`src/rtl/register_access_arbiter.sv`:
```
// Round-robin arbiter sharing one register-bank port between N_REQ framed command sources.
// Each accepted frame becomes one bank write, one latency-timed read, or an error response.
module register_access_arbiter #(
  parameter int WORD_WIDTH  = 8,
  parameter int VALUE_WORDS = 4,
  parameter int N_REQ       = 2,
  parameter int RD_LATENCY  = 1
) (
  input  logic                                        clk,
  input  logic                                        i_reset,
  input  logic [N_REQ*(VALUE_WORDS+2)*WORD_WIDTH-1:0] i_req_data,
  input  logic [N_REQ-1:0]                            i_req_valid,
  output logic [N_REQ-1:0]                            o_req_ready,
  output logic                                        o_w_en,
  output logic                                        o_r_en,
  output logic [WORD_WIDTH-1:0]                       o_addr,
  output logic [VALUE_WORDS*WORD_WIDTH-1:0]           o_value,
  input  logic [VALUE_WORDS*WORD_WIDTH-1:0]           i_rd_data,
  output logic [N_REQ-1:0]                            o_rsp_valid,
  output logic [VALUE_WORDS*WORD_WIDTH-1:0]           o_rsp_data,
  output logic                                        o_rsp_err,
  output logic                                        o_busy
);
  localparam int VW = VALUE_WORDS * WORD_WIDTH;
  localparam int FW = VW + 2 * WORD_WIDTH;
  localparam int GW = (N_REQ > 1) ? $clog2(N_REQ) : 1;
  localparam int CW = $clog2(RD_LATENCY + 1);
  localparam logic [WORD_WIDTH-1:0] CMD_WRITE = WORD_WIDTH'('hAA);
  localparam logic [WORD_WIDTH-1:0] CMD_READ  = '0;

  typedef enum logic [1:0] {IDLE, ISSUE, WAIT_RD, RESP} state_t;

  state_t          state;
  logic [GW-1:0]   last_grant;
  logic [CW-1:0]   rd_cnt;
  logic            cmd_rd;
  logic            cmd_err;

  logic [GW-1:0]   win;
  logic [GW-1:0]   cand;
  logic            any_valid;
  logic [FW-1:0]   sel_frame;
  logic [WORD_WIDTH-1:0] sel_cmd;
  logic            sel_is_wr;
  logic            sel_is_rd;

  // Search starts one past the previous winner, so continuous requesters take turns.
  always_comb begin
    win       = '0;
    cand      = '0;
    any_valid = 1'b0;
    for (int i = 1; i <= N_REQ; i++) begin
      cand = GW'((int'(last_grant) + i) % N_REQ);
      if (!any_valid && i_req_valid[cand]) begin
        any_valid = 1'b1;
        win       = cand;
      end
    end
  end

  assign sel_frame = i_req_data[int'(win)*FW +: FW];
  assign sel_cmd   = sel_frame[FW-1 -: WORD_WIDTH];
  assign sel_is_wr = (sel_cmd == CMD_WRITE);
  assign sel_is_rd = (sel_cmd == CMD_READ);

  // Handshake: a frame transfers in the IDLE cycle where i_req_valid[k] and o_req_ready[k]
  // are both high; requests arriving while busy are not stored and must be held or re-presented.
  assign o_req_ready = (state == IDLE && any_valid && !i_reset) ? (N_REQ'(1) << win) : '0;
  assign o_busy      = (state != IDLE);

  always_ff @(posedge clk or posedge i_reset) begin
    if (i_reset) begin
      state       <= IDLE;
      last_grant  <= GW'(N_REQ - 1);
      rd_cnt      <= '0;
      cmd_rd      <= 1'b0;
      cmd_err     <= 1'b0;
      o_w_en      <= 1'b0;
      o_r_en      <= 1'b0;
      o_addr      <= '0;
      o_value     <= '0;
      o_rsp_valid <= '0;
      o_rsp_data  <= '0;
      o_rsp_err   <= 1'b0;
    end else begin
      case (state)
        IDLE: begin
          if (any_valid) begin
            last_grant <= win;
            o_addr     <= sel_frame[FW-WORD_WIDTH-1 -: WORD_WIDTH];
            o_value    <= sel_frame[VW-1:0];
            o_w_en     <= sel_is_wr;
            o_r_en     <= sel_is_rd;
            cmd_rd     <= sel_is_rd;
            cmd_err    <= !(sel_is_wr || sel_is_rd);
            state      <= ISSUE;
          end
        end
        ISSUE: begin
          o_w_en <= 1'b0;
          o_r_en <= 1'b0;
          if (cmd_rd) begin
            rd_cnt <= CW'(RD_LATENCY);
            state  <= WAIT_RD;
          end else begin
            o_rsp_valid <= N_REQ'(1) << last_grant;
            o_rsp_err   <= cmd_err;
            o_rsp_data  <= '0;
            state       <= RESP;
          end
        end
        WAIT_RD: begin
          if (rd_cnt == CW'(1)) begin
            o_rsp_valid <= N_REQ'(1) << last_grant;
            o_rsp_err   <= 1'b0;
            o_rsp_data  <= i_rd_data;
            state       <= RESP;
          end else begin
            rd_cnt <= rd_cnt - CW'(1);
          end
        end
        RESP: begin
          o_rsp_valid <= '0;
          o_rsp_err   <= 1'b0;
          o_rsp_data  <= '0;
          state       <= IDLE;
        end
        default: state <= IDLE;
      endcase
    end
  end

  a_strobe_excl: assert property (@(posedge clk) disable iff (i_reset) !(o_w_en && o_r_en));
  a_ready_oh:    assert property (@(posedge clk) disable iff (i_reset) $onehot0(o_req_ready));
  a_rsp_oh:      assert property (@(posedge clk) disable iff (i_reset) $onehot0(o_rsp_valid));

endmodule

```
`config.mk`:
```
export PLATFORM = sky130hd
export DESIGN_NAME = register_access_arbiter
export DESIGN_NICKNAME = d
export VERILOG_FILES = /design/src/rtl/register_access_arbiter.sv
export SDC_FILE = /design/constraint.sdc
export NUM_CORES = 1
export LEC_CHECK = 0
export ABC_AREA = 1
export BUFFER_PORTS_ARGS = -buffer_cell sky130_fd_sc_hd__buf_2
export CAP_MARGIN = 10
export CELL_PAD_IN_SITES_DETAIL_PLACEMENT = 1
export CELL_PAD_IN_SITES_GLOBAL_PLACEMENT = 1
export CORE_MARGIN = 4
export CORE_UTILIZATION = 31
export CTS_CLUSTER_DIAMETER = 50
export DETAILED_ROUTE_END_ITERATION = 8
export PLACE_DENSITY_LB_ADDON = 0.1
export SLEW_MARGIN = 20
export SYNTH_ARGS = -nofsm -noshare
export SYNTH_HDL_FRONTEND = slang
export SYNTH_SLANG_ARGS = --single-unit
```
`constraint.sdc`:
```
create_clock -name clk -period 5.1 [get_ports clk]
set_clock_uncertainty 0.1 [all_clocks]
set_input_delay 1.275 -clock clk [delete_from_list [all_inputs] [get_ports clk]]
set_output_delay 1.275 -clock clk [all_outputs]
set_load 0.02 [all_outputs]
```
== Word-level counts from Yosys, hierarchy flattened ==
Index checks and enable logic that the tools add are counted.

* Multiply operators: 1
* Shift operators: 3
* Divide/modulo/power cells: 0
* Bitwise operators: 0
* Mux-type cells: 29
* Reductions and logical operators: 18
* Equality and inequality tests: 8
* Magnitude comparators: 2
* Add/sub/neg operators: 3

{| class="wikitable"
|+ Operators by type and width
! cell !! number
|-
| case mux 32 bit (3 select lines) || 1
|-
| variable part select 96 x 8 -> 48 bit || 1
|-
| 2-to-1 mux 32 bit || 2
|-
| 2-to-1 mux 1 bit || 15
|-
| 2-to-1 mux 2 bit || 5
|-
| equality test 8 bit (second input constant) || 1
|-
| logical NOT 8 bit || 1
|-
| != test 2 bit (second input constant) || 4
|-
| case mux 2 bit (4 select lines) || 1
|-
| AND reduction 2 bit || 4
|-
| case mux 1 bit (2 select lines) || 3
|-
| case mux 2 bit (3 select lines) || 1
|-
| nonzero test 2 bit || 3
|-
| equality test 2 bit (second input constant) || 2
|-
| less-than comparator 1 x 2 -> 1 bit (second input constant) || 2
|-
| left shift 1 x 1 -> 2 bit (first input constant) || 2
|-
| logical AND 1 bit || 3
|-
| logical NOT 1 bit || 3
|-
| multiplier 1 x 2 -> 3 bit (second input constant) || 1
|-
| case mux 1 bit (3 select lines) || 1
|-
| AND reduction 3 bit || 1
|-
| nonzero test 3 bit || 1
|-
| adder 1 bit (second input constant) || 2
|-
| equality test 2 x 1 -> 1 bit (second input constant) || 1
|-
| 3 further kinds || 3
|}

* Word-level logic and storage cells: 76
* Latch bits: 0
* Bits in registers: 83
* Memory bits (read-only): 0
* Memories kept: 0
* Output and inout bits: 80
* Bits in writable memories: 0
* Bits of input ports: 132

== Logic depth before layout (Yosys ltp) ==
Gate-level depths: netlist of the first run.

* Word-level depth: 12
* Depth in mapped cells: 10
* Mapped depth without buffers: 10

== Least setup slack after synthesis of the first run ==
OpenSTA, ideal clock, no wires.

* Kind: input-to-output
* From: input i_reset
* To: output o_req_ready[1]
* Path buffers: 0
* Data arrival time: 3.403 ns
* Path slack: 0.322 ns
* Stages on the path: 3
* Data required time: 3.725 ns
* Cells stage by stage: inv_1 -> nand3_1 -> inv_1

* Cells in the longest elaborated chain, start to end: 3

{| class="wikitable"
|+ Ends and longest elaborated chain
! item !! RTL line !! RTL
|-
| start: declaration || 10 || <nowiki>input logic i_reset,</nowiki>
|-
| logical NOT 1 bit (no source line) || - ||
|-
| logical AND 1 bit || 68 || <nowiki>assign o_req_ready = (state == IDLE && any_valid && !i_reset) ? (N_REQ'(1) << win) : '0;</nowiki>
|-
| 2-to-1 mux 2 bit || 68 ||
|-
| end: declaration || 13 || <nowiki>output logic [N_REQ-1:0] o_req_ready,</nowiki>
|}

Every way passes these cells.

== Final worst setup path of the first run ==
* From: input i_req_valid[1]
* To: output o_req_ready[0]

* Cells in the longest elaborated chain, start to end: 9
* Elaborated cells between the ends (all ways): 14
* Those cells by class: 1 x shift; 9 x mux; 4 x reduce/logical

{| class="wikitable"
|+ Ends and longest elaborated chain
! item !! RTL line !! RTL
|-
| start: declaration || 12 || <nowiki>input logic [N_REQ-1:0] i_req_valid,</nowiki>
|-
| 2-to-1 mux 1 bit (not written as such) (2 in series) || 54 || <nowiki>if (!any_valid && i_req_valid[cand]) begin</nowiki>
|-
| 2-to-1 mux 1 bit || 54 ||
|-
| logical NOT 1 bit || 54 ||
|-
| logical AND 1 bit || 54 ||
|-
| 2-to-1 mux 1 bit || 54 ||
|-
| logical AND 1 bit (2 in series) || 68 ||
|-
| 2-to-1 mux 2 bit * || 68 ||
|}

Mark *: on every way between the ends. The rest lies on a longest branch, timed or not. The select of a mux whose other input is x is not followed.

==> results of run 1 <==
## worst register-to-register path: cells and delay by family, from the launching register on
| family | cells | cell delay [ps] |
|---|---|---|
| adder cells (fa/ha/maj) | 1 | 250 |
| flip-flops | 1 | 400 |
| AO/OA/AOI/OAI | 1 | 180 |
| AND/OR/NAND/NOR | 2 | 590 |
| buffers and inverters | 3 | 870 |
## registers in the layout (all words and copies together), names as in the netlist
name         cells
o_value         32
o_addr           8
o_rsp_data      32
cmd_rd           1
o_rsp_valid      2
state            2
o_rsp_err        1
cmd_err          1
o_w_en           1
rd_cnt           1
o_r_en           1
last_grant       1
## stage by stage
step           total power (µW)  std cells  instance area [µm²]
3_3_place_gp               2700        828                 5050
4_1_cts                    3430        844                 5350
6_report                   3370        844                 5360
5_1_grt                    3640        844                 5360
2_1_floorplan              2230        474                 3920
3_5_place_dp               2750        828                 5050
## area by class of cell
cell class                 count  area (µm²)
timing repair buffer         216        1100
clock inverter                 6        65.1
inverter                      51         193
sequential                    83        2080
multi-input combinational    310        1470
clock buffer                  10         239
fill                        1555        6860
tap                          168         210
## worst paths after layout
kind	from	to	slack, ps	cells past startpoint
max	i_req_valid[1]	o_req_ready[0]	1130	6
min	rd_cnt$_DFFE_PP0P_	rd_cnt$_DFFE_PP0P_	390	2
max reg2reg	state[0]$_DFFE_PP0P_	o_value[22]$_DFFE_PP0N_	2630	7
min reg2reg	rd_cnt$_DFFE_PP0P_	rd_cnt$_DFFE_PP0P_	390	2
max in group asynchronous	i_reset	o_rsp_data[11]$_DFFE_PP0P_	3300	3
min in group asynchronous	i_reset	cmd_rd$_DFFE_PP0N_	1060	3
## kinds of logic (layout without fill, tap and decap cells)
family          count (synthesis)  after routing
simple gates                  217            217
compound gates                 88             88
flops                          83             83
buf+inv                        81            283
fa+ha+maj                       5              5
## per-layer routing
metal  global-route usage  wire length, µm  up-vias
met4               0.0517              159        2
li1                     -                -     1921
met1                0.206             5240     1820
met2                0.290             6020      122
met5                    0                7        -
met3               0.0500              913       15
## power by group through the flow
stage	sequential, µW	clock (µW)	combinational, µW
after CTS	1150	684	1600
after global placement	1150	0	1550
after detailed placement	1160	0	1590
after global routing	1190	710	1750
after floorplan	1500	0	723
final	1140	658	1570
## layout by cell type (no fill, tap or decap), drive strengths merged
| master | count |
|---|---|
| dfstp | 1 |
| a21oi | 6 |
| nand3 | 41 |
| a31oi | 40 |
| buf | 216 |
| o22ai | 1 |
| clkinvlp | 1 |
| bufinv | 1 |
| o21ai | 41 |
| inv | 50 |
| nor2 | 50 |
| nor3 | 1 |
| nand2 | 120 |
| dfrtp | 82 |
| ha | 5 |
| or2 | 2 |
| clkbuf | 10 |
| nand3b | 3 |
| clkinv | 5 |
==> metrics.txt, run 1 <==
worst vdd ir 0.000200 V; Die W 120 µm; wire per inst 14.6 µm; largest cells by area after synthesis dfrtp_1, nand2_1, a31oi_1; Setup WS post-layout 1130 ps; worst skew pair latency roughly 330 ps; adder-cell share of the synthesized area 0.0160; unrepaired setup endpoints after global routing no; endpoints failing hold 0; Setup Buffers After CTS 0; Synth area leader dfrtp_1; Post-Place Setup Slack 1120 ps; top cells by count, synth nand2_1, dfrtp_1, inv_1, nor2_1, nand3_1; combinational share of power 0.465; via count 3880; hold_buf cts 0; average size of a mapped cell 8.27 µm²; Slew @ Worst Pin 766 ps; syn nets 611; internal power 1880 µW; WL final 12.3 mm; fin nets 808; ANT cells 0; most frequent CP cell buf_2; DIE AREA 14500 µm²; TritonCTS clock tree built; Final Max Tran Viols 0; CP Buf/Inv Count 3; # rows 40; Root Driver clkbuf_16; Port Buffers 211; Core Footprint about 12000 µm²; Slew HR 0.489; Post-synth EDFFs 0; Worst EP required ~3700 ps; area share of the largest cell type after synthesis 0.523; post-synth cell types 26; post-synthesis xor/xnor area fraction 0; Async SR Flop Fraction 1.00; pin count of the biggest net entering global routing 84; Final TNS setup 0 ps; area share of and/or/nand/nor cells after synthesis 0.229; status finished clean; global route overflow 0; main combinational cell family by area after synthesis simple AND/OR/NAND/NOR gates; pwr dens 629 nW/µm²; initial antenna violation count 1; TritonCTS buffer count 9; Worst Path Max Fanout 24; worst hold path class reg -> reg; mux share of post-synthesis cell area 0; Switching Share 0.443; DRT iter0 DRCs 167; clock power share 0.195; Critical Path End Type output pin; Mapped Cells 474; vias per cell 4.60; Worst-path clk slew 60 ps; count leader, synth nand2_1; synthesis warning total 0; number of global-route vias before repair between 4000 and 5000; final antenna-violating net count 0; CP Class in -> out; cts repair resizes 0; Critical Path Source Type input port; LEAKAGE 0.00278 µW; crit-path cells buf_2, nor2_1, nor2_4, inv_1, nor3_1, buf_2; register area share after synthesis 0.530; TritonRoute pass-1 iters 4; CTS H-tree depth 3; sequential share of power 0.339; critical path's slowest cell nor2_4; Most used DFF post-synth dfrtp_1; Clock Path Buffers 2; height of the die between 100 and 150 µm; first-pass GRT wire length between 15 and 20 mm; final worst-path cycle share 0.779; CP peak stage delay 420 ps; placer congestion estimate about 0.73; drt drc 0; Max-cap violations 0; Fin Hold WS 388 ps; Crit path max-delay family simple AND/OR/NAND/NOR gates; Syn Std Cell Area 3920 µm²; number of synthesized register bits 83; gr usage total 0.169; Final Util 0.439; arrival time worst endpoint roughly 2600 ps; Synth Area in Compound Gates 0.129; HPWL Detailed 9.09 mm; area grow syn2layout 36.6%; share of cells above drive strength 1 0.359; I/O pins ~210; Final Critical Period 3970 ps; Finish-stage setup viols 0; CTS sink cnt 83; Initial Util 0.321; P_sw 1490 µW; Max Freq 252 MHz
No activity file was read; power rests on OpenSTA's default activity.
==> inputs of run 2 (changes only) <==
ABC_AREA = 0   (was 1)
CORE_UTILIZATION = 29   (was 31)
clock period = 3.3 ns   (was 5.1 ns; I/O delays follow)
==> metrics.txt, run 2 <==
ANT cells 0 (unchanged); Critical Path Source Type register (was input port); Worst EP required 2370 ps (was 3720 ps); syn nets 518 (was 611); Max-cap violations 0 (unchanged); final antenna-violating net count 0 (unchanged); TritonCTS buffer count 9 (unchanged); endpoints failing hold 0 (unchanged); Core Footprint 12700 µm² (was 12200 µm²); share of cells above drive strength 1 0.407 (was 0.359); Final TNS setup 0 ps (unchanged); Async SR Flop Fraction 1.00 (unchanged); Syn Std Cell Area 3790 µm² (was 3920 µm²); Slew @ Worst Pin 783 ps (was 766 ps); count leader, synth nand2_1 (unchanged); Reg-to-Reg End o_rsp_data[17]$_DFFE_PP0P_ (was o_value[22]$_DFFE_PP0N_); largest registers o_rsp_data x32, o_value x32, o_addr x8 (unchanged); drt drc 0 (unchanged); DIE AREA 15000 µm² (was 14500 µm²); Initial Util 0.298 (was 0.321); final worst-path cycle share 0.866; area grow syn2layout 39.1% (was 36.6%); Worst-path clk slew 60 ps (about the same); largest cells by area after synthesis dfrtp_1, nand2_1, mux2i_1 (was dfrtp_1, nand2_1, a31oi_1); post-synth cell types 36 (was 26); I/O pins 212 (unchanged); Setup Buffers After CTS 0 (unchanged); via count 3384 (was 3880); Most used DFF post-synth dfrtp_1 (unchanged); Layout Cells excl Fill 761 (was 844); CTS H-tree depth 3 (unchanged); Reg2Reg Depth 7 (unchanged); hold_buf cts 0 (unchanged); Mapped Cells 381 (was 474); CP Class reg -> out (was in -> out); Hold Path Stages 2 (unchanged); Final Critical Period around 2900 ps; commonest cells after routing, fill and taps aside buf_2, nand2_1, dfrtp_1, mux2i_1, nand3_1 (was buf_2, nand2_1, dfrtp_1, nor2_1, inv_1); Finish-stage setup viols 0 (unchanged); Port Buffers 211 (unchanged); synthesis warning total 0 (unchanged); Max Freq 350 MHz; Final Max Tran Viols 0 (unchanged); cts repair resizes 0 (unchanged); Reg2Reg Launch Point state[1]$_DFFE_PP0P_ (was state[0]$_DFFE_PP0P_); register area share after synthesis 0.548 (was 0.530); CTS sink cnt 83 (unchanged); worst hold start o_rsp_data[3]$_DFFE_PP0P_ (was rd_cnt$_DFFE_PP0P_); status finished clean (unchanged); Post-synth EDFFs 0 (unchanged); number of synthesized register bits 83 (unchanged); placed cells 745 (was 828); wire per inst 15.0 µm (was 14.6 µm); top cells by count, synth nand2_1, dfrtp_1, mux2i_1 (was nand2_1, dfrtp_1, inv_1, nor2_1, nand3_1); placer congestion estimate 0.714 (was 0.734); fin nets 721 (was 808); WL final 11.4 mm (was 12.3 mm); Critical Path End Type output pin (unchanged); worst vdd ir 0.000289 V (was 0.000200 V); worst hold path class reg -> reg (unchanged); Worst Path Max Fanout 8 (was 24); initial antenna violation count 0 (was 1); LEAKAGE 0.00289 µW (was 0.00278 µW); gr usage total 0.152 (was 0.169); unrepaired setup endpoints after global routing no (unchanged); worst skew pair latency 320 ps (was 330 ps); Slew HR 0.478 (was 0.489); area share of the largest cell type after synthesis 0.541 (was 0.523); pin count of the biggest net entering global routing 84 (unchanged); hold worst-path end o_rsp_data[3]$_DFFE_PP0P_ (was rd_cnt$_DFFE_PP0P_); TritonRoute pass-1 iters 4 (unchanged); average size of a mapped cell 9.95 µm² (was 8.27 µm²); # rows 41 (was 40); Synth area leader dfrtp_1 (unchanged); pwr dens 909 nW/µm² (was 629 nW/µm²); HPWL Detailed 8.54 mm (was 9.09 mm); number of global-route vias before repair 3596 (was 4072); Die W 122 µm (was 120 µm); DRT iter0 DRCs 172 (was 167); vias per cell 4.45 (was 4.60); first-pass GRT wire length 17.9 mm (was 19.9 mm); height of the die 122 µm (was 120 µm); TritonCTS clock tree built (unchanged); flop-to-flop setup slack 1070 ps (was 2630 ps); most common cell after layout, fill and taps aside buf_2 (unchanged); arrival time worst endpoint 1930 ps (was 2600 ps); Clock Path Buffers 2 (unchanged); global route overflow 0 (unchanged); Root Driver clkbuf_16 (unchanged)
==> run 2: cell types whose count changed after synthesis, sizes merged, moves of 3 or more <==
cell,delta
nand3,-8
nor4,+3
a31oi,-39
nand2,-7
mux2i,+41
nor2,-47
o31ai,+3
o21ai,+3
buf,-8
a21oi,-3
inv,-46
clkbuf,+3
==> run 2: report_power, final <==
group	internal (µW)	total (µW)	switching, µW
clock network	587	978	390
registers	1450	1670	220
logic	703	2140	1440
total	2740	4790	2050
==> run 2: metrics by stage <==
step | utilization | total power, µW | worst slack, ps | hold slack [ps] | area (µm²)
after detailed placement | 0.391 | 3900 | 577 | 352 | 4980
after global routing | 0.414 | 5180 | 331 | 380 | 5270
after CTS | 0.414 | 4900 | 414 | 364 | 5270
after floorplan | - | 3130 | -83.9 | 363 | 3800
after global placement | 0.391 | 3840 | 618 | 344 | 4980
final | 0.414 | 4790 | 444 | 360 | 5270
==> run 2: cell families (layout without fill, tap and decap cells) <==
group,Yosys count,after routing,share of synthesized area
adder cells (fa/ha/maj),5,5,0.0165
flip-flops,83,83,0.548
buffers and inverters,30,238,0.0499
multiplexers,42,42,0.112
AND/OR/NAND/NOR,163,163,0.187
AO/OA/AOI/OAI,58,58,0.0862
==> run 2: routing by layer <==
| metal | up-vias | track usage | wire length, µm |
|---|---|---|---|
| met1 | 1557 | 0.194 | 4850 |
| met2 | 128 | 0.247 | 5430 |
| li1 | 1691 | - | - |
| met3 | 8 | 0.0484 | 1040 |
| met4 | 0 | 0.0420 | 110 |
| met5 | - | 0 | 0 |
==> run 2: worst max-delay path by stage <==
stage | from | end | slack (ps) | depth (start not counted)
finish | state[0]$_DFFE_PP0P_ | o_req_ready[1] | 440 | 5
global route | state[1]$_DFFE_PP0P_ | o_req_ready[1] | 330 | 5
CTS | state[0]$_DFFE_PP0P_ | o_req_ready[1] | 410 | 5
detailed placement | i_req_valid[1] | o_req_ready[1] | 580 | 4
global placement | i_req_valid[1] | o_req_ready[1] | 620 | 4
floorplan | i_reset | o_req_ready[1] | -80 | 2
==> run 2: critical path, stage by stage (launching register included) <==
cell	delay, ps
dfrtp_1	400
inv_1	150
ha_1	420
o21a_1	290
and3_4	200
buf_2	150
==> run 2: final cells by class <==
class,count,area (µm²)
Clock buffer,12,236
Clock inverter,4,52.6
Fill cell,1533,7450
Inverter,5,22.5
Multi-Input combinational cell,268,1550
Sequential cell,83,2080
Tap cell,172,215
Timing Repair Buffer,217,1120
==> inputs of run 3 (changes only) <==
CORE_ASPECT_RATIO = 2   (was unset)
==> metrics.txt, run 3 (synthesis gave the netlist of run 2 again) <==
status finished clean (unchanged); TritonRoute pass-1 iters 4 (unchanged); I/O pins 212 (unchanged); share of cells above drive strength 1 0.411 (was 0.407); initial antenna violation count 0 (unchanged); Setup Buffers After CTS 0 (unchanged); Slew @ Worst Pin 766 ps (was 783 ps); Max Freq 385 MHz (was 350 MHz); via count 3413 (was 3384); Final TNS setup 0 ps (unchanged); Setup WS post-layout 703 ps (was 444 ps); Slew HR 0.489 (was 0.478); Placed Area 4960 µm² (was 4980 µm²); ANT cells 0 (unchanged); Post-Place Setup Slack 770 ps (was 577 ps); Worst-path clk slew 60 ps (about the same); Critical Path End Type output pin (unchanged); DIE AREA 15100 µm² (was 15000 µm²); Die W 88.8 µm (was 122 µm); Core Footprint 12700 µm² (about the same); global route overflow 0 (unchanged); gr usage total 0.153 (was 0.152); TritonCTS clock tree built (unchanged); wire per inst 15.5 µm (was 15.0 µm); pwr dens 929 nW/µm² (was 909 nW/µm²); vias per cell 4.62 (was 4.45); final worst-path cycle share 0.787 (was 0.866); Worst Path Max Fanout 5 (was 8); unrepaired setup endpoints after global routing no (unchanged); TritonCTS buffer count 9 (unchanged); endpoints failing hold 0 (unchanged); commonest cells after routing, fill and taps aside buf_2, nand2_1, dfrtp_1, mux2i_1, nand3_1 (unchanged); CP Buf/Inv Count 2 (unchanged); fin nets 722 (was 721); CTS H-tree depth 3 (unchanged); crit-path cells inv_1, ha_1, o21a_1, and3_4, buf_2 (unchanged); worst hold path class reg -> reg (unchanged); Final Critical Period 2600 ps (was 2860 ps); Final Max Tran Viols 0 (unchanged); internal power 2840 µW (was 2740 µW); Initial Util 0.298 (about the same); placed cells 724 (was 745); # rows 58 (was 41); Root Driver clkbuf_16 (unchanged); final antenna-violating net count 0 (unchanged); worst vdd ir 0.000378 V (was 0.000289 V); arrival time worst endpoint 1670 ps (was 1930 ps); Crit path max-delay family flip-flops (was adder cells); LEAKAGE 0.00292 µW (was 0.00289 µW); Clock Path Buffers 2 (unchanged); area grow syn2layout 39.4% (was 39.1%); combinational share of power 0.440 (was 0.447); placer congestion estimate 0.749 (was 0.714); worst skew pair latency 330 ps (was 320 ps); WL final 11.4 mm (about the same); Worst EP required 2370 ps (about the same); Critical Path Source Type register (unchanged); Switching Share 0.421 (was 0.428); P_sw 2060 µW (was 2050 µW); CTS sink cnt 83 (unchanged); clock power share 0.218 (was 0.204); most common cell after layout, fill and taps aside buf_2 (unchanged); number of global-route vias before repair 3661 (was 3596); CP peak stage delay 400 ps (was 420 ps); first-pass GRT wire length 17.8 mm (was 17.9 mm); largest registers o_rsp_data x32, o_value x32, o_addr x8 (unchanged); Layout Cells excl Fill 739 (was 761); Fill cells 1508 (was 1533); drt drc 0 (unchanged); Finish-stage setup viols 0 (unchanged); HPWL Detailed 8.94 mm (was 8.54 mm); CP Class reg -> out (unchanged); Overall Power 4910 µW (was 4790 µW); DRT iter0 DRCs 66 (was 172); Port Buffers 211 (unchanged); Post-Layout Inst Area 5280 µm² (was 5270 µm²); height of the die 170 µm (was 122 µm); pin count of the biggest net entering global routing 84 (unchanged); Max-cap violations 0 (unchanged); critical path's slowest cell dfrtp_1 (was ha_1); cts repair resizes 0 (unchanged); hold_buf cts 0 (unchanged); sequential share of power 0.342 (was 0.349)
-- run 3: changes by cell type in the layout (fill, tap and decap cells not counted), sizes merged --
cell      change
buf           +1
bufinv        +1
clkbuf        -1
clkinvlp      -1
-- run 3: metal layers --
metal	vias up	GRT usage	routed length [µm]
met4	0	0.0566	242
met3	11	0.0462	1000
met1	1571	0.162	4020
li1	1689	-	-
met5	-	0	0
met2	142	0.277	6180
-- run 3: area by class of cell --
class / count / area (µm²) / share of cell area
clock buffer: 11 / 243 / 0.0460
clock inverter: 4 / 75.1 / 0.0142
inverter: 5 / 22.5 / 0.00426
multi-input combinational: 268 / 1550 / 0.294
sequential: 83 / 2080 / 0.394
tap: 150 / 188 / 0.0355
timing repair buffer: 218 / 1120 / 0.213
-- run 3: power by group through the flow --
stage / clock network [µW] / registers (µW) / logic [µW]
2_1_floorplan: 0 / 2180 / 953
3_3_place_gp: 0 / 1680 / 2180
3_5_place_dp: 0 / 1700 / 2230
4_1_cts: 1110 / 1690 / 2220
5_1_grt: 1150 / 1740 / 2410
6_report: 1070 / 1680 / 2160
-- run 3: worst min-delay path: cells and delay by family, from the launching register on --
family,cells,cell delay (ps)
flops,1,330
simple gates,2,100
-- run 3: path summary, 6_finish.rpt --
| path | depth (start not counted) | start | end | slack, ps |
|---|---|---|---|---|
| worst max-delay path | 5 | state[0]$_DFFE_PP0P_ | o_req_ready[1] | 700 |
| worst min-delay path | 2 | o_rsp_data[3]$_DFFE_PP0P_ | o_rsp_data[3]$_DFFE_PP0P_ | 360 |
| worst max register to register | 6 | state[0]$_DFFE_PP0P_ | o_value[28]$_DFFE_PP0N_ | 1250 |
| worst min register to register | 2 | o_rsp_data[3]$_DFFE_PP0P_ | o_rsp_data[3]$_DFFE_PP0P_ | 360 |
| max in group asynchronous | 3 | i_reset | o_rsp_data[22]$_DFFE_PP0P_ | 1920 |
| min in group asynchronous | 3 | i_reset | o_value[16]$_DFFE_PP0N_ | 670 |
-- run 3: metrics by stage --
step                      hold slack (ps)   util
after floorplan                       363      -
after global placement                344  0.391
after detailed placement              351  0.391
after CTS                             364  0.416
after global routing                  379  0.416
final                                 357  0.416
